## config.mk

```make
export PLATFORM = sky130hd
export DESIGN_NAME = pin_entry_unit
export DESIGN_NICKNAME = d
export VERILOG_FILES = /design/src/rtl/atm_pkg.sv /design/src/rtl/pin_bcd2bin.sv /design/src/rtl/pin_entry_unit.sv
export SDC_FILE = /design/constraint.sdc
export NUM_CORES = 1
export LEC_CHECK = 0
export ABC_AREA = 1
export CAP_MARGIN = 20
export CORE_ASPECT_RATIO = 2
export CORE_MARGIN = 2
export CORE_UTILIZATION = 55
export CTS_CLUSTER_SIZE = 28
export DETAILED_ROUTE_END_ITERATION = 12
export PLACE_DENSITY = 0.81
export SYNTH_ARGS = -nofsm -noshare
export SYNTH_HDL_FRONTEND = slang
export SYNTH_HIERARCHICAL = 1
export SYNTH_SLANG_ARGS = --single-unit
export TNS_END_PERCENT = 1
```

## constraint.sdc

```tcl
create_clock -name clk -period 5.4 [get_ports clk]
set_clock_uncertainty 0.05 [all_clocks]
set_input_delay 0.81 -clock clk [delete_from_list [all_inputs] [get_ports clk]]
set_output_delay 0.81 -clock clk [all_outputs]
set_load 0.05 [all_outputs]
```

## src/rtl/atm_pkg.sv

```systemverilog
// Shared constants for the ATM card-session blocks: PIN entry states and keypad codes.
package atm_pkg;

    typedef enum logic [2:0] {
        ST_IDLE    = 3'd0,
        ST_COLLECT = 3'd1,
        ST_HOLD    = 3'd2,
        ST_VERIFY  = 3'd3,
        ST_DONE    = 3'd4,
        ST_EJECT   = 3'd5
    } state_t;

    localparam logic [3:0] KEY_CLEAR = 4'hA;
    localparam logic [3:0] KEY_BACK  = 4'hB;
    localparam logic [3:0] KEY_ENTER = 4'hC;

    function automatic logic is_digit(input logic [3:0] code);
        return code <= 4'h9;
    endfunction

    // Codes 0xD-0xF are dead keys: they neither act nor count as activity.
    function automatic logic is_known_key(input logic [3:0] code);
        return code <= KEY_ENTER;
    endfunction

endpackage

```

## src/rtl/pin_bcd2bin.sv

```systemverilog
// Combinational 4-digit BCD to binary conversion (digit 0 in the low nibble).
module pin_bcd2bin (
    input  logic [15:0] bcd,
    output logic [13:0] bin
);

    // Inputs are well-formed BCD, so the sum never exceeds 9999 and fits 14 bits.
    assign bin = 14'(bcd[15:12]) * 14'd1000
               + 14'(bcd[11:8])  * 14'd100
               + 14'(bcd[7:4])   * 14'd10
               + 14'(bcd[3:0]);

endmodule

```

## src/rtl/pin_entry_unit.sv

```systemverilog
// Keypad PIN collection for one card session: buffers BCD digits, hands the PIN
// to the verify controller, counts rejections and handles entry timeout / card return.
module pin_entry_unit
    import atm_pkg::*;
#(
    parameter int PIN_DIGITS     = 4,
    parameter int TIMEOUT_CYCLES = 1000,
    parameter int MAX_ATTEMPTS   = 3
) (
    input  logic        clk,
    input  logic        rst,
    input  logic        card_inserted,
    input  logic        key_valid,
    input  logic [3:0]  key_code,
    input  logic        pin_ack,
    input  logic        verify_ok,
    input  logic        verify_fail,
    output logic [15:0] pin_out,
    output logic        pin_valid,
    output logic [2:0]  digit_count,
    output logic        timeout,
    output logic        eject,
    output logic        locked
);

    localparam int TW = $clog2(TIMEOUT_CYCLES + 1);
    localparam int AW = $clog2(MAX_ATTEMPTS + 1);

    state_t          state_q, state_d;
    logic [15:0]     bcd_q, bcd_d;
    logic [2:0]      cnt_q, cnt_d;
    logic [AW-1:0]   att_q, att_d;
    logic [TW-1:0]   tmr_q, tmr_d;
    logic [15:0]     pin_q, pin_d;
    logic            valid_q, valid_d;
    logic            tout_q, tout_d;
    logic            lock_q, lock_d;
    logic [13:0]     bin;

    pin_bcd2bin u_bcd2bin (
        .bcd (bcd_q),
        .bin (bin)
    );

    always_ff @(posedge clk or posedge rst) begin
        if (rst) begin
            state_q <= ST_IDLE;
            bcd_q   <= '0;
            cnt_q   <= '0;
            att_q   <= '0;
            tmr_q   <= '0;
            pin_q   <= '0;
            valid_q <= 1'b0;
            tout_q  <= 1'b0;
            lock_q  <= 1'b0;
        end else begin
            state_q <= state_d;
            bcd_q   <= bcd_d;
            cnt_q   <= cnt_d;
            att_q   <= att_d;
            tmr_q   <= tmr_d;
            pin_q   <= pin_d;
            valid_q <= valid_d;
            tout_q  <= tout_d;
            lock_q  <= lock_d;
        end
    end

    always_comb begin
        state_d = state_q;
        bcd_d   = bcd_q;
        cnt_d   = cnt_q;
        att_d   = att_q;
        tmr_d   = tmr_q;
        pin_d   = pin_q;
        valid_d = valid_q;
        tout_d  = 1'b0;
        lock_d  = lock_q;

        // Card removal overrides every other event in every active state.
        if (state_q != ST_IDLE && !card_inserted) begin
            state_d = ST_IDLE;
            bcd_d   = '0;
            cnt_d   = '0;
            att_d   = '0;
            tmr_d   = '0;
            valid_d = 1'b0;
            lock_d  = 1'b0;
        end else begin
            case (state_q)
                ST_IDLE: begin
                    if (card_inserted) begin
                        state_d = ST_COLLECT;
                        bcd_d   = '0;
                        cnt_d   = '0;
                        att_d   = '0;
                        tmr_d   = '0;
                    end
                end
                ST_COLLECT: begin
                    if (key_valid && is_known_key(key_code)) begin
                        tmr_d = '0;
                        if (is_digit(key_code)) begin
                            if (cnt_q < 3'(PIN_DIGITS)) begin
                                bcd_d = {bcd_q[11:0], key_code};
                                cnt_d = cnt_q + 3'd1;
                            end
                        end else if (key_code == KEY_BACK) begin
                            if (cnt_q != 3'd0) begin
                                bcd_d = {4'h0, bcd_q[15:4]};
                                cnt_d = cnt_q - 3'd1;
                            end
                        end else if (key_code == KEY_CLEAR) begin
                            bcd_d = '0;
                            cnt_d = '0;
                        end else if (cnt_q == 3'(PIN_DIGITS)) begin
                            pin_d   = {2'b00, bin};
                            valid_d = 1'b1;
                            state_d = ST_HOLD;
                        end
                    end else if (tmr_q == TW'(TIMEOUT_CYCLES - 1)) begin
                        tout_d  = 1'b1;
                        bcd_d   = '0;
                        cnt_d   = '0;
                        tmr_d   = '0;
                        lock_d  = 1'b0;
                        state_d = ST_EJECT;
                    end else begin
                        tmr_d = tmr_q + TW'(1);
                    end
                end
                ST_HOLD: begin
                    if (pin_ack) begin
                        valid_d = 1'b0;
                        state_d = ST_VERIFY;
                    end
                end
                ST_VERIFY: begin
                    // A simultaneous ok/fail pair is resolved as a rejection.
                    if (verify_fail) begin
                        att_d = att_q + AW'(1);
                        if (att_q == AW'(MAX_ATTEMPTS - 1)) begin
                            lock_d  = 1'b1;
                            state_d = ST_EJECT;
                        end else begin
                            bcd_d   = '0;
                            cnt_d   = '0;
                            tmr_d   = '0;
                            state_d = ST_COLLECT;
                        end
                    end else if (verify_ok) begin
                        state_d = ST_DONE;
                    end
                end
                ST_DONE, ST_EJECT: ;
                default: state_d = ST_IDLE;
            endcase
        end
    end

    assign pin_out     = pin_q;
    assign pin_valid   = valid_q;
    assign digit_count = cnt_q;
    assign timeout     = tout_q;
    assign eject       = (state_q == ST_EJECT);
    assign locked      = lock_q;

endmodule
```

## Word level (Yosys, flattened, before mapping)

Cells that the tools add are included.

- $add $sub $neg: 7
- Multipliers: 3
- Magnitude comparators: 3
- Equal/unequal tests: 32
- Muxes and demuxes: 66
- Bitwise operators: 4
- Reduce and logical (&&, ||, !) cells: 18

Operator list:

| operator | number |
|---|---|
| $mux W16 | 11 |
| $mux W3 | 23 |
| $mux W10 | 6 |
| $pmux W16 S3 | 1 |
| $ne A3 B3 Y1 const B | 12 |
| $pmux W10 S3 | 1 |
| $ne A4 B4 Y1 const B | 6 |
| $mux W1 | 16 |
| $pmux W3 S5 | 1 |
| $reduce_bool A3 Y1 | 5 |
| $add A14 B11 Y14 | 1 |
| $add A14 B4 Y14 | 1 |
| $add A14 B8 Y14 | 1 |
| $reduce_and A7 Y1 | 2 |
| $ne A6 B6 Y1 const B | 2 |
| $mul A4 B7 Y11 const B | 1 |
| $add A10 B1 Y10 const B | 1 |
| $eq A10 B10 Y1 const B | 1 |
| $eq A3 B3 Y1 const B | 3 |
| $mul A4 B5 Y9 const B | 1 |
| $pmux W3 S3 | 1 |
| $reduce_and A9 Y1 | 1 |
| $eq A4 B4 Y1 const B | 2 |
| $le A4 B4 Y1 const B | 2 |
| other kinds (23) | 31 |

- Flip-flop bits (word level): 51
- Output and inout port bits: 23
- Logic and storage cells: 142

## Depth between registers and ports, before layout

- Word-level depth: 8
- Depth in mapped cells: 20
- Gate-level depth less buffers: 20

## Cells and area by module

The synthesis kept the hierarchy.

By module, submodules not included:

| module | times used | cells each | area each (sq um) | seq. area each (sq um) |
|---|---|---|---|---|
| pin_entry_unit | 1 | 404 | 3131.8 | 1276.2 |
| pin_bcd2bin | 1 | 235 | 1756.7 | 0.0 |

## Least setup slack after synthesis

No wires, ideal clock.

- Path type: register to register
- Start point: register bcd_q[14]
- End point: register pin_q[12] (netlist: pin_out[12])
- Setup time: 0.120 ns
- Arrival: 3.934 ns
- Data required time: 5.230 ns
- Slack: 1.296 ns
- Cell stages (with the launch flop): 20
- Cells stage by stage: dfrtp_1 > fa_1 > inv_1 > fa_1 > ha_1 > a21oi_1 > o21ai_0 > xor2_1 > inv_1 > ha_1 > ha_1 > ha_1 > nand2_1 > inv_1 > a21boi_0 > nand3_1 > nand2_1 > nand2_1 > inv_1 > o21ai_2

- Cells in the longest elaborated chain, start to end: 4

RTL lines:

| element | RTL line | RTL |
|---|---|---|
| start: declaration | pin_entry_unit.sv:30 | `logic [15:0] bcd_q, bcd_d;` |
| start signal: assignment | pin_entry_unit.sv:48 | `bcd_q <= '0;` |
| start signal: assignment | pin_entry_unit.sv:58 | `bcd_q <= bcd_d;` |
| $mul A4 B7 Y11 | pin_bcd2bin.sv:8 | `assign bin = 14'(bcd[15:12]) * 14'd1000` |
| $add A14 B11 Y14 | pin_bcd2bin.sv:9 | `+ 14'(bcd[11:8]) * 14'd100` |
| $add A14 B8 Y14 | pin_bcd2bin.sv:10 | `+ 14'(bcd[7:4]) * 14'd10` |
| $add A14 B4 Y14 | pin_bcd2bin.sv:11 | `+ 14'(bcd[3:0]);` |
| named net bin[12] | pin_entry_unit.sv:38 | `logic [13:0] bin;` |
| end signal: assignment | pin_entry_unit.sv:62 | `pin_q <= pin_d;` |
| end: declaration | pin_entry_unit.sv:34 | `logic [15:0] pin_q, pin_d;` |

The timed path passes the listed nets, and every way through them passes these cells.
A chain may end at the register's enable or synchronous reset.

## Final worst setup path

Ends and elaborated chain as after synthesis.

==> impl_metrics.sql <==
INSERT INTO impl_metrics (metric_group, metric, value, unit) VALUES
('clock_network', 'cts_tree', 'built', ''),
('clock_network', 'post_cts_resize_count', '0', ''),
('placed_design', 'port_buffers', '31', ''),
('setup_path', 'cp.required', '5.53', 'ns'),
('detailed_routing', 'detail_route.first_pass.iterations', '5', ''),
('power', 'p_per_area', '254', 'nW/um^2'),
('cells_and_area', 'final_common_cell', 'sky130_fd_sc_hd__nand2_1', ''),
('clock_network', 'cts_hold_repair_buffers', '0', ''),
('sta', 'worst_pin_slew', '0.512', 'ns'),
('synthesis', 'synth-async-reset-ratio', '100', '%'),
('detailed_routing', 'post-route-drc-count', '0', ''),
('detailed_routing', 'route.vias.total', '4216', ''),
('clock_network', 'clockRootBuffer', 'sky130_fd_sc_hd__clkbuf_16', ''),
('sta', 'timing.max_slew.rel_slack', '65.8', '%'),
('sta', 'setup_violations', '0', ''),
('setup_path', 'worstPathMaxFanout', '8', ''),
('floorplan', 'initial_utilization', '56.5', '%'),
('run_status', 'run_status', 'finished, final reports clean', ''),
('sta', 'setup_slack', '0.967', 'ns'),
('sta', 'final-max-slew-violation-count', '0', ''),
('cells_and_area', 'final_layout_size_suffix_gt1_share', '10.8', '%'),
('global_routing', 'grt_start_max_net_pins', '52', ''),
('power', 'seq_power_share', '32.9', '%'),
('synthesis', 'netlist_area', '4890', 'sq um'),
('sta', 'finalSetupTns', '0', 'ns'),
('power', 'cell_internal_pwr', '0.000792', 'W'),
('cells_and_area', 'final_net_count', '749', ''),
('power', 'p_leak', '2.87', 'nW'),
('power', 'netSwitchingPower', '0.000586', 'W'),
('setup_path', 'critPathLaunchType', 'flop', ''),
('detailed_routing', 'viasPerCell', '5.50', ''),
('global_routing', 'grt_pass1_wl', '18700', 'um'),
('cells_and_area', 'antenna_diodes', '0', ''),
('synthesis', 'syn-instance-count', '639', ''),
('synthesis', 'yosys.cell_types.count', '42', ''),
('sta', 'grt_setup_unrepaired', 'no', ''),
('clock_network', 'postCtsSetupRepairBufs', '0', ''),
('setup_path', 'worst_endpoint_data_arrival_time', '4.56', 'ns'),
('power', 'proportion_of_power_drawn_by_the_clock_network', '27.4', '%'),
('placed_design', 'dpl.hpwl', '8760', 'um'),
('sta', 'min_clock_period_post_route', '4.43', 'ns'),
('synthesis', 'postSynthAreaPerCell', '7.65', 'sq um'),
('power', 'power.combinational.fraction', '39.6', '%'),
('clock_network', 'clock_edge_transition_at_the_registers_on_the_reported_setup_and_hold_paths', '0.07', 'ns'),
('synthesis', 'synth-edff-count', '0', ''),
('floorplan', 'fp-row-count', '48', ''),
('floorplan', 'die_w', '70.7', 'um'),
('sta', 'finalHoldViolCount', '0', ''),
('synthesis', 'synth.yosys.seq_area_share', '26.1', '%'),
('placed_design', 'globalplace.congestion', '0.897', ''),
('synthesis', 'synth-warning-count', '6', ''),
('detailed_routing', 'routed_wirelength', '11000', 'um'),
('cells_and_area', 'mostFrequentLayoutCells', 'sky130_fd_sc_hd__nand2_1, sky130_fd_sc_hd__inv_1, sky130_fd_sc_hd__nand3_1', ''),
('detailed_routing', 'ant_nets', '0', ''),
('placed_design', 'preCtsSetupSlack', '0.954', 'ns'),
('sta', 'fmaxAchievable', '226', 'MHz'),
('detailed_routing', 'routedWlPerCell', '14.3', 'um'),
('cells_and_area', 'number_of_filler_instances_in_the_final_layout', '754', ''),
('min_path', 'hp-class', 'reg2reg', ''),
('clock_network', 'clkLatencyLatePin', '0.30', 'ns'),
('global_routing', 'vias_in_the_first_global_route', '4395', ''),
('setup_path', 'path_class', 'reg2reg', ''),
('power', 'total_power_after_layout', '0.00138', 'W'),
('global_routing', 'overflow', '0', ''),
('floorplan', 'design.core.area', '8650', 'sq um'),
('clock_network', 'cts_buffer_depth', '2', ''),
('detailed_routing', 'drt_first_iter_violations', '150', ''),
('global_routing', 'track_usage', '24.2', '%'),
('floorplan', 'fp.dieH', '137', 'um'),
('floorplan', 'boundaryPins', '34', ''),
('cells_and_area', 'flow.area_growth_from_synthesis', '11.0', '%'),
('power', 'max-vdd-ir-drop', '0.303', 'mV'),
('sta', 'layout_worst_path_cycle_share', '82.1', '%'),
('clock_network', 'clock_tree.htree_level_count', '2', ''),
('clock_network', 'cts.sinks', '51', ''),
('floorplan', 'fp.dieArea', '9700', 'sq um'),
('synthesis', 'ys_dominant_reg_cell', 'sky130_fd_sc_hd__dfrtp_1', ''),
('run', 'cap_violations', '0', ''),
('setup_path', 'sort_of_element_at_the_end_of_the_critical_path', 'flop', ''),
('synthesis', 'postSynthRegisterBits', '51', ''),
('clock_network', 'numCtsBuffers', '5', ''),
('global_routing', 'number_of_antenna_violations_at_the_first_check_in_global_routing', '0', ''),
('power', 'switching_share', '42.5', '%');
power by group through the flow:
stage	Clock (W)	Combinational (W)	Sequential [W]
CTS	0.000386	0.000544	0.000453
floorplan	0	0.000423	0.000486
detailed placement	0	0.000541	0.000460
global route	0.000399	0.000603	0.000457
finish	0.000378	0.000546	0.000453
global placement	0	0.000529	0.000459
synthesized netlist by cell type (7+ instances only):
cell / count / share of area [%]
sky130_fd_sc_hd__a21oi_1: 27 / 2.8
sky130_fd_sc_hd__fa_1: 17 / 7.0
sky130_fd_sc_hd__nor3_1: 7 / 0.72
sky130_fd_sc_hd__dfrtp_1: 51 / 26
sky130_fd_sc_hd__inv_1: 103 / 7.9
sky130_fd_sc_hd__nor2_1: 41 / 3.1
sky130_fd_sc_hd__nor2_4: 7 / 1.6
sky130_fd_sc_hd__nand3_1: 67 / 6.9
sky130_fd_sc_hd__o21ai_2: 11 / 2.0
sky130_fd_sc_hd__xnor2_1: 7 / 1.3
sky130_fd_sc_hd__xor2_1: 10 / 1.8
sky130_fd_sc_hd__ha_1: 55 / 14
sky130_fd_sc_hd__o21ai_0: 18 / 1.8
sky130_fd_sc_hd__nand2_1: 142 / 11
sky130_fd_sc_hd__nand2_2: 18 / 2.3
per-stage QoR:
stage	cells	hold WS (ns)	area, sq um	util [%]
floorplan	640	0.415	4890	-
global placement	758	0.414	5230	60.5
detailed placement	758	0.418	5230	60.5
CTS	766	0.436	5410	62.5
global route	767	0.453	5430	62.7
finish	767	0.432	5430	62.7
layout make-up:
type	count	area (sq um)	share of cell area (%)
multi-input combinational	465	3100	57.1
clock buffer	5	125	2.31
clock inverter	3	47.5	0.876
timing repair buffer	33	338	6.23
tap	100	125	2.31
inverter	110	418	7.70
sequential	51	1280	23.5
routing by layer:
layer	vias up	global-route usage, %	share of wire (%)
met3	44	2.63	2.6
met2	117	49.4	59
li1	2072	-	-
met5	-	0	0
met1	1983	21.9	34
met4	0	14.3	5.0
flip-flops by register name (all words and copies together) (netlist names):
signal and flops:
digit_count 3, tmr_q 10, pin_valid 1, locked 1
bcd_q 16, timeout 1, att_q 2, state_q 3
pin_out 14
critical path, stage by stage, from the launching register on:
cell	delay [ns]
sky130_fd_sc_hd__dfrtp_1	0.49
sky130_fd_sc_hd__fa_1	0.66
sky130_fd_sc_hd__inv_1	0.09
sky130_fd_sc_hd__fa_1	0.46
sky130_fd_sc_hd__ha_1	0.36
sky130_fd_sc_hd__a21oi_1	0.19
sky130_fd_sc_hd__o21ai_0	0.13
sky130_fd_sc_hd__xor2_1	0.15
sky130_fd_sc_hd__inv_1	0.06
sky130_fd_sc_hd__ha_1	0.29
sky130_fd_sc_hd__ha_1	0.30
sky130_fd_sc_hd__ha_1	0.35
sky130_fd_sc_hd__nand2_1	0.12
sky130_fd_sc_hd__inv_1	0.04
sky130_fd_sc_hd__a21boi_0	0.25
sky130_fd_sc_hd__nand3_1	0.12
sky130_fd_sc_hd__nand2_1	0.07
sky130_fd_sc_hd__nand2_1	0.04
sky130_fd_sc_hd__inv_1	0.06
sky130_fd_sc_hd__o21ai_2	0.05
path summary, 6_finish.rpt:
kind	to	cells past startpoint	slack [ns]	from
worst max register to register	pin_out[12]$_DFFE_PP0P_	19	0.97	bcd_q[14]$_DFFE_PP0P_
worst min register to register	pin_out[7]$_DFFE_PP0P_	2	0.43	pin_out[7]$_DFFE_PP0P_
min in group asynchronous	pin_out[1]$_DFFE_PP0P_	2	0.73	rst
max in group asynchronous	bcd_q[11]$_DFFE_PP0P_	3	4.06	rst
worst max-delay path	pin_out[12]$_DFFE_PP0P_	19	0.97	bcd_q[14]$_DFFE_PP0P_
worst min-delay path	pin_out[7]$_DFFE_PP0P_	2	0.43	pin_out[7]$_DFFE_PP0P_
kinds of logic (layout without fill, tap and decap cells):
| logic type | after synthesis | count (layout) | share of synthesized area [%] |
|---|---|---|---|
| AOI/OAI and AO/OA | 71 | 71 | 8.83 |
| adders and majority gates | 72 | 72 | 21.0 |
| other | 1 | 2 | 0.0767 |
| DFF | 51 | 51 | 26.1 |
| and+or+nand+nor | 303 | 303 | 30.3 |
| xor gates and xnor gates | 17 | 17 | 3.05 |
| buffers and inverters | 124 | 151 | 10.6 |
Power figures use the tool's default switching activity.
